**src/rtl/cpu_pkg.sv**
```systemverilog
// cpu_pkg: shared definitions for the fetch stage and the Controller.
//   - opcode-group constants (opcode1[7:4])
//   - fetch_state_t : fetch sequencer states
//   - insn_len()    : instruction length (1 or 2 bytes) from the opcode group
package cpu_pkg;

  localparam logic [3:0] OP_NOP = 4'b0000;
  localparam logic [3:0] OP_LDI = 4'b0001;
  localparam logic [3:0] OP_LD  = 4'b0010;
  localparam logic [3:0] OP_ST  = 4'b0011;
  localparam logic [3:0] OP_JMP = 4'b0100;

  // ALU instructions are marked by opcode1[7] set, i.e. group[3] set.
  localparam logic OP_ALU_MARK = 1'b1;

  typedef enum logic [1:0] {
    BOOT      = 2'd0,
    RUN       = 2'd1,
    HALT_WAIT = 2'd2,
    HALTED    = 2'd3
  } fetch_state_t;

  function automatic logic [1:0] insn_len(input logic [3:0] group);
    logic [1:0] len;
    len = 2'd1;
    if (group[3] != OP_ALU_MARK) begin
      case (group)
        OP_LDI, OP_LD, OP_ST, OP_JMP: len = 2'd2;
        default:                      len = 2'd1;
      endcase
    end
    return len;
  endfunction

endpackage

```
**src/rtl/fetch_len_dec.sv**
```systemverilog
// fetch_len_dec: combinational opcode-group to instruction-length decoder.
// Ports:
//   op_group  in  4  opcode1[7:4]
//   len       out 2  instruction length in bytes (1 or 2)
module fetch_len_dec
  import cpu_pkg::*;
(
  input  logic [3:0] op_group,
  output logic [1:0] len
);

  always_comb begin
    len = insn_len(op_group);
  end

endmodule

```
**src/rtl/fetch_unit.sv**
```systemverilog
// fetch_unit: instruction fetch stage. Owns the pc, reads one/two-byte
// instructions from a combinational ROM into a registered instruction
// register and hands them to the Controller with a valid/ready handshake.
// Taken jumps flush the fall-through fetch, costing one bubble.
// Ports:
//   clk, reset            clock, async active-high reset
//   rom_address           out 8   current pc
//   rom_data1/rom_data2   in  8   ROM bytes at pc and pc+1
//   ir_op1/ir_op2/ir_pc   out 8   instruction register
//   ir_valid / ir_ready   handshake (accept = ir_valid & ir_ready)
//   jump_taken/jump_target  jump request for the instruction being accepted
//   halted                out 1   HALT has been accepted
//   instr_count           out COUNT_W  accepted-instruction counter (wraps)
//
// state     | meaning
// ----------+-------------------------------------------------------
// BOOT      | one cycle after reset, lets the ROM output settle
// RUN       | fetching, one instruction per cycle when not stalled
// HALT_WAIT | HALT sits in the IR, waiting to be accepted; no fetch
// HALTED    | stopped, outputs frozen until reset
module fetch_unit
  import cpu_pkg::*;
#(
  parameter logic [7:0] RESET_PC    = 8'h00,
  parameter logic [7:0] HALT_OPCODE = 8'h7F,
  parameter int         COUNT_W     = 16
) (
  input  logic               clk,
  input  logic               reset,
  output logic [7:0]         rom_address,
  input  logic [7:0]         rom_data1,
  input  logic [7:0]         rom_data2,
  output logic [7:0]         ir_op1,
  output logic [7:0]         ir_op2,
  output logic [7:0]         ir_pc,
  output logic               ir_valid,
  input  logic               ir_ready,
  input  logic               jump_taken,
  input  logic [7:0]         jump_target,
  output logic               halted,
  output logic [COUNT_W-1:0] instr_count
);

  fetch_state_t state;
  logic [7:0]   pc;
  logic [1:0]   len;
  logic         accept;
  logic         take_jump;
  logic         load_en;

  fetch_len_dec u_len_dec (
    .op_group (rom_data1[7:4]),
    .len      (len)
  );

  assign rom_address = pc;
  assign accept      = ir_valid & ir_ready;
  // Only a jump accepted while running redirects the pc; in HALT_WAIT
  // the accepted instruction is the HALT itself and the jump is ignored.
  assign take_jump   = (state == RUN) & accept & jump_taken;
  assign load_en     = (state == RUN) & (~ir_valid | ir_ready) & ~take_jump;

  always_ff @(posedge clk or posedge reset) begin
    if (reset) begin
      state       <= BOOT;
      pc          <= RESET_PC;
      ir_op1      <= 8'h00;
      ir_op2      <= 8'h00;
      ir_pc       <= 8'h00;
      ir_valid    <= 1'b0;
      halted      <= 1'b0;
      instr_count <= '0;
    end else begin
      if (accept)
        instr_count <= instr_count + {{(COUNT_W-1){1'b0}}, 1'b1};

      case (state)
        BOOT: state <= RUN;

        RUN: begin
          if (take_jump) begin
            pc       <= jump_target;
            ir_valid <= 1'b0;
          end else if (load_en) begin
            ir_op1   <= rom_data1;
            ir_op2   <= (len == 2'd2) ? rom_data2 : 8'h00;
            ir_pc    <= pc;
            ir_valid <= 1'b1;
            if (rom_data1 == HALT_OPCODE)
              state <= HALT_WAIT;
            else
              pc <= pc + {6'b0, len};
          end
        end

        HALT_WAIT: begin
          if (accept) begin
            ir_valid <= 1'b0;
            halted   <= 1'b1;
            state    <= HALTED;
          end
        end

        HALTED: ;

        default: state <= BOOT;
      endcase
    end
  end

endmodule

```
**config.mk**
```make
export PLATFORM = sky130hd
export DESIGN_NAME = fetch_unit
export DESIGN_NICKNAME = d
export VERILOG_FILES = /design/src/rtl/cpu_pkg.sv /design/src/rtl/fetch_len_dec.sv /design/src/rtl/fetch_unit.sv
export SDC_FILE = /design/constraint.sdc
export NUM_CORES = 1
export LEC_CHECK = 0
export ABC_CLOCK_PERIOD_IN_PS = 3900
export CAP_MARGIN = 20
export CORE_ASPECT_RATIO = 1.2
export CORE_UTILIZATION = 51
export CTS_BUF_LIST = sky130_fd_sc_hd__clkbuf_8
export DETAILED_ROUTE_END_ITERATION = 12
export PLACE_DENSITY = 0.83
export REMOVE_ABC_BUFFERS = 1
export SYNTH_ARGS = -nofsm -noshare
export SYNTH_HDL_FRONTEND = slang
export SYNTH_HIERARCHICAL = 1
export SYNTH_SLANG_ARGS = --single-unit
```
**constraint.sdc**
```tcl
create_clock -name clk -period 3.9 [get_ports clk]
set_clock_uncertainty 0.15 [all_clocks]
set_input_delay 0.39 -clock clk [delete_from_list [all_inputs] [get_ports clk]]
set_output_delay 0.39 -clock clk [all_outputs]
set_load 0.005 [all_outputs]
```
# ---- After elaboration in Yosys (flattened, before gate mapping)
# Cells that the tools add are included.
dict set report op_classes {
  n_bitwise 8
  muxes 15
  addsub 2
  reduce_logical 10
  n_eq_ne 14
}
# operator count
set op_table {}
lappend op_table {{two-way mux 8 bit} 4}
lappend op_table {{adder 16 x 1 -> 16 bit, second input constant} 1}
lappend op_table {{two-way mux 2 bit} 6}
lappend op_table {{AND reduction 3 bit} 3}
lappend op_table {{adder 8 x 2 -> 8 bit} 1}
lappend op_table {{equality test 4 x 2 -> 1 bit, second input constant} 2}
lappend op_table {{equality test 8 x 7 -> 1 bit, second input constant} 1}
lappend op_table {{inequality test 2 bit, second input constant} 4}
lappend op_table {{case mux 2 bit (3 select lines)} 1}
lappend op_table {{AND 1 bit} 5}
lappend op_table {{AND reduction 5 bit} 1}
lappend op_table {{equality test 2 bit, second input constant} 2}
lappend op_table {{equality test 4 x 1 -> 1 bit, second input constant} 1}
lappend op_table {{equality test 4 x 3 -> 1 bit, second input constant} 1}
lappend op_table {{nonzero test 2 bit} 2}
lappend op_table {{OR reduction 4 bit} 1}
lappend op_table {{two-way mux 1 bit} 3}
lappend op_table {{inequality test 3 bit, second input constant} 1}
lappend op_table {{nonzero test 3 bit} 1}
lappend op_table {{equality test 2 x 1 -> 1 bit, second input constant} 1}
lappend op_table {{zero test 2 bit} 1}
lappend op_table {{inequality test 2 x 1 -> 1 bit, second input constant} 1}
lappend op_table {{inverter 1 bit} 2}
lappend op_table {{case mux 1 bit (2 select lines)} 1}
lappend op_table {{other kinds (2)} 2}
dict set report word_totals {
  elab_cells 57
  output_inout_bits 50
  reg_bits 52
  inputBits 28
}

# ---- Logic depth before layout (Yosys ltp)
# Gate-level depths: netlist (run 1).
dict set report logic_depth {
  ltp_word 8
  ltp_mapped 9
  ltp_nobuf 9
}

# ---- Cells and area by module
# The synthesis (run 1) kept the hierarchy.
# mod n_inst seq_area_each_um2 cells_per_inst area_per_inst_um2
set by_module_without_submodules {}
lappend by_module_without_submodules {fetch_unit 1 1301.2 224 2418.6}
lappend by_module_without_submodules {fetch_len_dec 1 0.0 4 26.3}

# ---- Worst setup path before layout (run 1)
# Ideal clock, no wire load.
dict set report synth_timing {
  kind {input -> register}
  start {input rom_data1[4]}
  end {register pc[4], in the netlist rom_address[4]}
  setup_time_ns 0.116
  t_required_ns 3.634
  arrival_ns 2.019
  setup_slack_ns 1.616
  stages 9
  path_cell_list {nor3_1 or3b_1 ha_1 inv_1 fa_1 nor2b_1 nand2_1 or4_1 o311ai_0}
}
dict set report synth_via {
  elab_chain_cells 8
}
# item line
set synth_rtl {}
lappend synth_rtl {{from (decl)} fetch_unit.sv:31} ;# input logic [7:0] rom_data1,
lappend synth_rtl {{equality test 4 x 1 -> 1 bit (tied with other cells)} cpu_pkg.sv:27} ;# case (group)
lappend synth_rtl {{OR reduction 4 bit (*)} cpu_pkg.sv:27}
lappend synth_rtl {{two-way mux 2 bit (*)} cpu_pkg.sv:27}
lappend synth_rtl {{two-way mux 2 bit (*)} cpu_pkg.sv:26} ;# if (group[3] != OP_ALU_MARK) begin
lappend synth_rtl {{via len[0]} fetch_unit.sv:46} ;# logic [1:0] len;
lappend synth_rtl {{adder 8 x 2 -> 8 bit (*)} fetch_unit.sv:92} ;# pc <= pc + {6'b0, len};
lappend synth_rtl {{two-way mux 8 bit (*)} fetch_unit.sv:89} ;# if (rom_data1 == HALT_OPCODE)
lappend synth_rtl {{two-way mux 8 bit (*)} fetch_unit.sv:84} ;# end else if (load_en) begin
lappend synth_rtl {{two-way mux 8 bit (*)} fetch_unit.sv:81} ;# if (take_jump) begin
lappend synth_rtl {{to (signal assigned)} fetch_unit.sv:82} ;# pc <= jump_target;
lappend synth_rtl {{to (signal assigned)} fetch_unit.sv:92}
lappend synth_rtl {{to (decl)} fetch_unit.sv:45} ;# logic [7:0] pc;
# The timed path passes the listed nets; every way through them passes the cells marked *. The select of a mux whose other input is x is not followed.
# A chain may end at the register's enable or synchronous reset.

# ---- Final worst setup path (run 1)
# Same ends and word-level chain as after synthesis.

==> results of run 1 <==
==> cell type report <==
cell class / count / area [um2] / share of cell area (%)
Sequential cell: 52 / 1300 / 38.2
Multi-Input combinational cell: 156 / 1060 / 31.2
Timing Repair Buffer: 79 / 798 / 23.4
Clock buffer: 7 / 96.3 / 2.83
Tap cell: 58 / 72.6 / 2.13
Inverter: 12 / 45.0 / 1.32
Clock inverter: 1 / 30.0 / 0.882
==> state kept, by name, summed over array words and instances, names as in the netlist <==
register	cells
halted	1
instr_count	16
ir_op1	8
ir_op2	8
ir_pc	8
ir_valid	1
rom_address	8
state	2
==> per-layer routing <==
layer  global-route usage, %  vias up  part of all wire [%]  routed length, um
met2                    36.8       52                    50               2620
met1                    28.1      926                    44               2280
met4                    8.26        0                   1.6                 84
met5                       0        -                     0                  0
li1                        -      956                     -                  -
met3                    4.56        6                   4.7                246
==> worst min-delay path by stage <==
| stage | start | end | slack, ns | depth (start not counted) |
|---|---|---|---|---|
| after floorplan | halted$_DFFE_PP0P_ | halted$_DFFE_PP0P_ | 0.32 | 1 |
| after global placement | instr_count[15]$_DFFE_PP0N_ | instr_count[15]$_DFFE_PP0N_ | 0.31 | 1 |
| after detailed placement | halted$_DFFE_PP0P_ | halted$_DFFE_PP0P_ | 0.31 | 1 |
| after CTS | ir_op2[5]$_DFFE_PP0P_ | ir_op2[5]$_DFFE_PP0P_ | 0.34 | 2 |
| after global routing | reset | ir_op1[5]$_DFFE_PP0P_ | 0.32 | 2 |
| final | reset | instr_count[9]$_DFFE_PP0N_ | 0.28 | 2 |
==> Yosys cell counts, types with 2 or more instances <==
cell | count | area (um2)
xnor2_1 | 12 | 105
and4_1 | 4 | 35.0
mux2i_1 | 3 | 30.0
ha_1 | 7 | 87.6
o311ai_0 | 2 | 17.5
a21oi_1 | 3 | 15.0
dfrtp_1 | 52 | 1300
a221o_1 | 2 | 20.0
nor3_1 | 2 | 10.0
buf_2 | 3 | 15.0
nand4_1 | 7 | 43.8
o21ai_0 | 13 | 65.1
nand2b_1 | 2 | 12.5
nand2_1 | 32 | 120
a31oi_1 | 2 | 12.5
o211ai_1 | 2 | 15.0
nor2_1 | 12 | 45.0
o32ai_1 | 2 | 17.5
nand3_1 | 12 | 60.1
inv_1 | 12 | 45.0
xor2_1 | 3 | 26.3
nor2b_1 | 2 | 12.5
mux2_2 | 14 | 158
or2_2 | 2 | 12.5
or4_1 | 3 | 22.5
clkbuf_1 | 4 | 15.0
==> stage by stage <==
step / area [um2] / hold slack, ns / power, W
2_1_floorplan: 2410 / 0.316 / 0.000579
3_3_place_gp: 3260 / 0.310 / 0.000621
3_5_place_dp: 3260 / 0.309 / 0.000623
4_1_cts: 3380 / 0.343 / 0.00102
5_1_grt: 3400 / 0.324 / 0.00105
6_report: 3400 / 0.276 / 0.00101
==> where the power goes <==
part / internal (W) / switching (W) / leakage (nW)
clock: 0.000226 / 0.000172 / 0.0645
combinational: 0.0000383 / 0.0000320 / 0.700
sequential: 0.000541 / 0.00000272 / 0.703
total: 0.000806 / 0.000207 / 1.47
==> cell families after synthesis <==
kind of cell	share of synthesized area, %
AO/OA/AOI/OAI	8.55
XOR/XNOR	5.37
adder cells (fa/ha/maj)	4.40
buffers and inverters	3.38
flip-flops	53.2
multiplexers	7.68
AND/OR/NAND/NOR	17.4
==> critical path: stages <==
cell and delay [ns]:
clkdlybuf4s50_1 0.47, nor3_1 0.25, or3b_1 0.19, ha_1 0.18
inv_1 0.06, fa_1 0.38, nor2b_1 0.22, nand2_1 0.10
or4_1 0.40, o311ai_0 0.11
==> results.yml, run 1 <==
place:
  port_buffers: 77
  dpl.hpwl_um: 3820
  gp_congestion: 0.869
  place_ws_ns: 0.893
  dp_cells: 356
clock_network:
  cts.sinks: 52
  cts_hold_buf: 0
  clockBufferDepth: 2
  clkTransAtPathRegs_ns: 0.09
  cts_tree: "done"
  clk_latency_ns: 0.30
  cts_root_buffer: "clkbuf_8"
  cts_buffers: 5
  ctsResizeCount: 0
  postCtsSetupBuffers: 0
  h-tree-depth: 2
finish:
  drive_above_1_share_pct: 9.45
  n_antenna_cell: 0
  layout.cells.non_filler: 365
  final_common_cell: "clkdlybuf4s50_1"
  fill_cells: 345
  final_util_pct: 74.1
  fin_nets: 342
  areaGrowthSynthToFinish_pct: 39.3
  most-common-layout-cells: "77 x clkdlybuf4s50_1, 52 x dfrtp_1, 32 x nand2_1, 14 x mux2_2, 13 x o21ai_0"
grt:
  grt_pass1_vias: 1910
  grt_pass1_wl_um: 8710
  antenna_found_initial: 0
  overflow: 0
  grt_usage_pct: 22.1
  grt_max_degree: 53
floorplanning:
  initial_core_util_pct: 53.2
  rows: 27
  dieHeight_um: 77.8
  dieArea_um2: 5080
  ios: 78
  die_w_um: 65.2
  coreArea_um2: 4590
worst_setup_path:
  r2r-start: "state[0]$_DFFE_PP0P_"
  crit_type: "input pin to register"
  critPathRequiredTime_ns: 3.95
  cp.arrival_ns: 2.76
  reg2regPathDepth: 5
  cp_max_fo: 4
  crit_path_start: "rom_data1[4]"
  r2r_setup_slack_ns: 1.41
  cp-end-kind: "register"
  reg2reg_to: "ir_op2[0]$_DFFE_PP0P_"
  endpoint: "rom_address[4]$_DFFE_PP0P_"
  critPathLaunchType: "input pin"
timing:
  fin_crit_sh_pct: 69.5
  finalSetupTns_ns: 0
  setup_viol: 0
  relSlewSlack_pct: 41.4
  fmaxAchievable_mhz: 369
  fin_ws_ns: 1.19
  fin_crit_ns: 2.71
  hold_viol: 0
  rsz0062_at_grt: "no"
  drv_slew: 0
  worst_slew_pin_slew_ns: 0.876
run_status:
  run_status: "completed"
synth:
  synth-warning-count: 6
  synthDistinctLibCells: 40
  ys_seq_elements: 52
  async_flop_share_pct: 100
  syn_inst: 228
  avgSynthCellArea_um2: 10.7
  yosys_most_used_dff: "dfrtp_1"
  synth-edff-count: 0
  yosysSeqAreaShare_pct: 53.2
  synth_area_um2: 2440
detailed_routing:
  wl_per_cell_um: 14.3
  vias: 1940
  ant_nets: 0
  drc: 0
  vias_per_cell: 5.32
  wl_um: 5240
  drt_iter0_markers: 88
  drt_pre_antenna_iters: 4
power_and_ir_drop:
  power.leakage_nw: 1.47
  power_density_nw_per_um2: 297
  vdd_drop_max_uv: 233
job:
  cap_violations: 0
hold_path:
  hold_path_class: "input pin to async pin"
No activity file was read; power rests on OpenSTA's default activity.
==> inputs of run 2 (changes only) <==
--- a/config.mk
+++ b/config.mk
@@ -5,13 +5,13 @@
 export SDC_FILE = /design/constraint.sdc
 export NUM_CORES = 1
 export LEC_CHECK = 0
-export ABC_CLOCK_PERIOD_IN_PS = 3900
+export ABC_CLOCK_PERIOD_IN_PS = 2700
 export CAP_MARGIN = 20
 export CORE_ASPECT_RATIO = 1.2
-export CORE_UTILIZATION = 51
+export CORE_UTILIZATION = 48
 export CTS_BUF_LIST = sky130_fd_sc_hd__clkbuf_8
 export DETAILED_ROUTE_END_ITERATION = 12
-export PLACE_DENSITY = 0.83
+export PLACE_DENSITY = 0.79
 export REMOVE_ABC_BUFFERS = 1
 export SYNTH_ARGS = -nofsm -noshare
 export SYNTH_HDL_FRONTEND = slang
==> constraint.sdc (replaced) <==
create_clock -name clk -period 2.7 [get_ports clk]
set_clock_uncertainty 0.15 [all_clocks]
set_input_delay 0.27 -clock clk [delete_from_list [all_inputs] [get_ports clk]]
set_output_delay 0.27 -clock clk [all_outputs]
set_load 0.005 [all_outputs]
==> results.yml, run 2 (same netlist as run 1, synthesis figures left out) <==
run_status:
  run_status: "completed"
power_and_ir_drop:
  power_density_nw_per_um2: 437
  vdd_drop_max_uv: 326
  power.leakage_nw: 1.49
finish:
  final_common_cell: "clkdlybuf4s50_1"
  fill_cells: 383
  fin_nets: 347
  drive_above_1_share_pct: 11.3
  final_cell_area_um2: 3450
  largest_register: "instr_count"
  areaGrowthSynthToFinish_pct: 41.3
  n_antenna_cell: 0
  largest_reg_flops: 16
  most-common-layout-cells: "77 x clkdlybuf4s50_1, 52 x dfrtp_1, 32 x nand2_1, 14 x mux2_2, 13 x o21ai_0"
  final_util_pct: 70.4
hold_path:
  hold_path_class: "input pin to async pin"
worst_setup_path:
  cp_max_fo: 3
  cpPeakStageDelay_ns: 0.46
  critPathBufInv: 2
  critPathLaunchType: "input pin"
  cp-end-kind: "register"
  path_cells: "clkdlybuf4s50_1 -> nor3_2 -> or3b_1 -> ha_1 -> inv_1 -> fa_1 -> nor2b_2 -> nand4_1 -> or4_1 -> nand3_1"
  cp.arrival_ns: 2.68
  cp_top_family: "simple AND/OR/NAND/NOR gates"
  critPathRequiredTime_ns: 2.79
  cp_slowest_cell: "clkdlybuf4s50_1"
  crit_type: "input pin to register"
clock_network:
  clk_latency_ns: 0.30
  clkTransAtPathRegs_ns: 0.09
  h-tree-depth: 2
  cts_tree: "done"
  cts_root_buffer: "clkbuf_8"
  ctsResizeCount: 0
  postCtsSetupBuffers: 0
  cts_buffers: 5
  cts.sinks: 52
  cts_hold_buf: 0
  clockBufferDepth: 2
detailed_routing:
  vias_per_cell: 5.41
  drc: 0
  wl_per_cell_um: 14.8
  wl_um: 5500
  vias: 2008
  drt_iter0_markers: 78
  drt_pre_antenna_iters: 4
  ant_nets: 0
floorplanning:
  dieHeight_um: 80.2
  initial_core_util_pct: 49.8
  rows: 28
  ios: 78
  coreArea_um2: 4900
  die_w_um: 67.2
  dieArea_um2: 5380
timing:
  setup_viol: 0
  drv_slew: 0
  finalSetupTns_ns: 0
  timing.hold.ws_ns: 0.180
  worst_slew_pin_slew_ns: 0.550
  fmaxAchievable_mhz: 386
  fin_crit_sh_pct: 96.0
  fin_crit_ns: 2.59
  relSlewSlack_pct: 63.2
  hold_viol: 0
grt:
  overflow: 0
  antenna_found_initial: 0
  grt_pass1_wl_um: 8790
  grt_pass1_vias: 1887
  grt_usage_pct: 21.9
  grt_max_degree: 31
job:
  cap_violations: 0
place:
  port_buffers: 77
  dpl.hpwl_um: 4010
  gp_congestion: 0.782
  dpl-instance-area_um2: 3320
## run 2: changes by cell type in the layout (fill, tap and decap cells not counted), sizes merged
cell    change
bufinv      +1
buf         +5
clkbuf      -2
## run 2: cell type report
cell class              instances  area, um2  share of cell area (%)
repair buffers                 84        836                    24.2
flip-flops and latches         52       1300                    37.7
clock inverters                 2       60.1                    1.74
inverters                      12       45.0                    1.30
well taps                      60       75.1                    2.17
clock buffers                   5       68.8                    1.99
multi-input cells             156       1070                    30.9
## run 2: routing by layer
| metal | global-route usage, % | wire length [um] |
|---|---|---|
| met5 | 0 | 0 |
| met4 | 6.81 | 59 |
| met3 | 4.97 | 290 |
| met2 | 36.6 | 2830 |
| met1 | 27.6 | 2320 |
## run 2: through the flow
stage                     setup WS (ns)  total power (W)  cells
after floorplan                   0.319         0.000836    220
after CTS                        0.0780          0.00153    371
after global placement          -0.0671         0.000906    364
after detailed placement         -0.212         0.000909    364
after global routing            -0.0192          0.00157    371
final                             0.108          0.00151    371
## run 2: final timing paths
path / cells after the start / start / to / slack, ns
setup / recovery: 10 / rom_data1[4] / rom_address[6]$_DFFE_PP0P_ / 0.11
hold / removal: 2 / reset / instr_count[12]$_DFFE_PP0N_ / 0.18
setup reg to reg: 6 / state[1]$_DFFE_PP0P_ / rom_address[5]$_DFFE_PP0P_ / 0.44
hold reg to reg: 1 / instr_count[15]$_DFFE_PP0N_ / instr_count[15]$_DFFE_PP0N_ / 0.32
max in group asynchronous: 3 / reset / rom_address[6]$_DFFE_PP0P_ / 1.68
min in group clk: 1 / instr_count[15]$_DFFE_PP0N_ / instr_count[15]$_DFFE_PP0N_ / 0.32
## run 2: power breakdown
group | internal (W) | total, W | switching [W]
Sequential | 0.000781 | 0.000785 | 0.00000364
Clock | 0.000365 | 0.000616 | 0.000251
Combinational | 0.0000601 | 0.000110 | 0.0000502
## run 2: worst register-to-register path: stages, from the launching register on
cell      delay, ns
dfrtp_1        0.41
inv_1          0.10
ha_1           0.27
inv_1          0.08
a221o_1        0.46
or3_1          0.42
o311ai_1       0.27
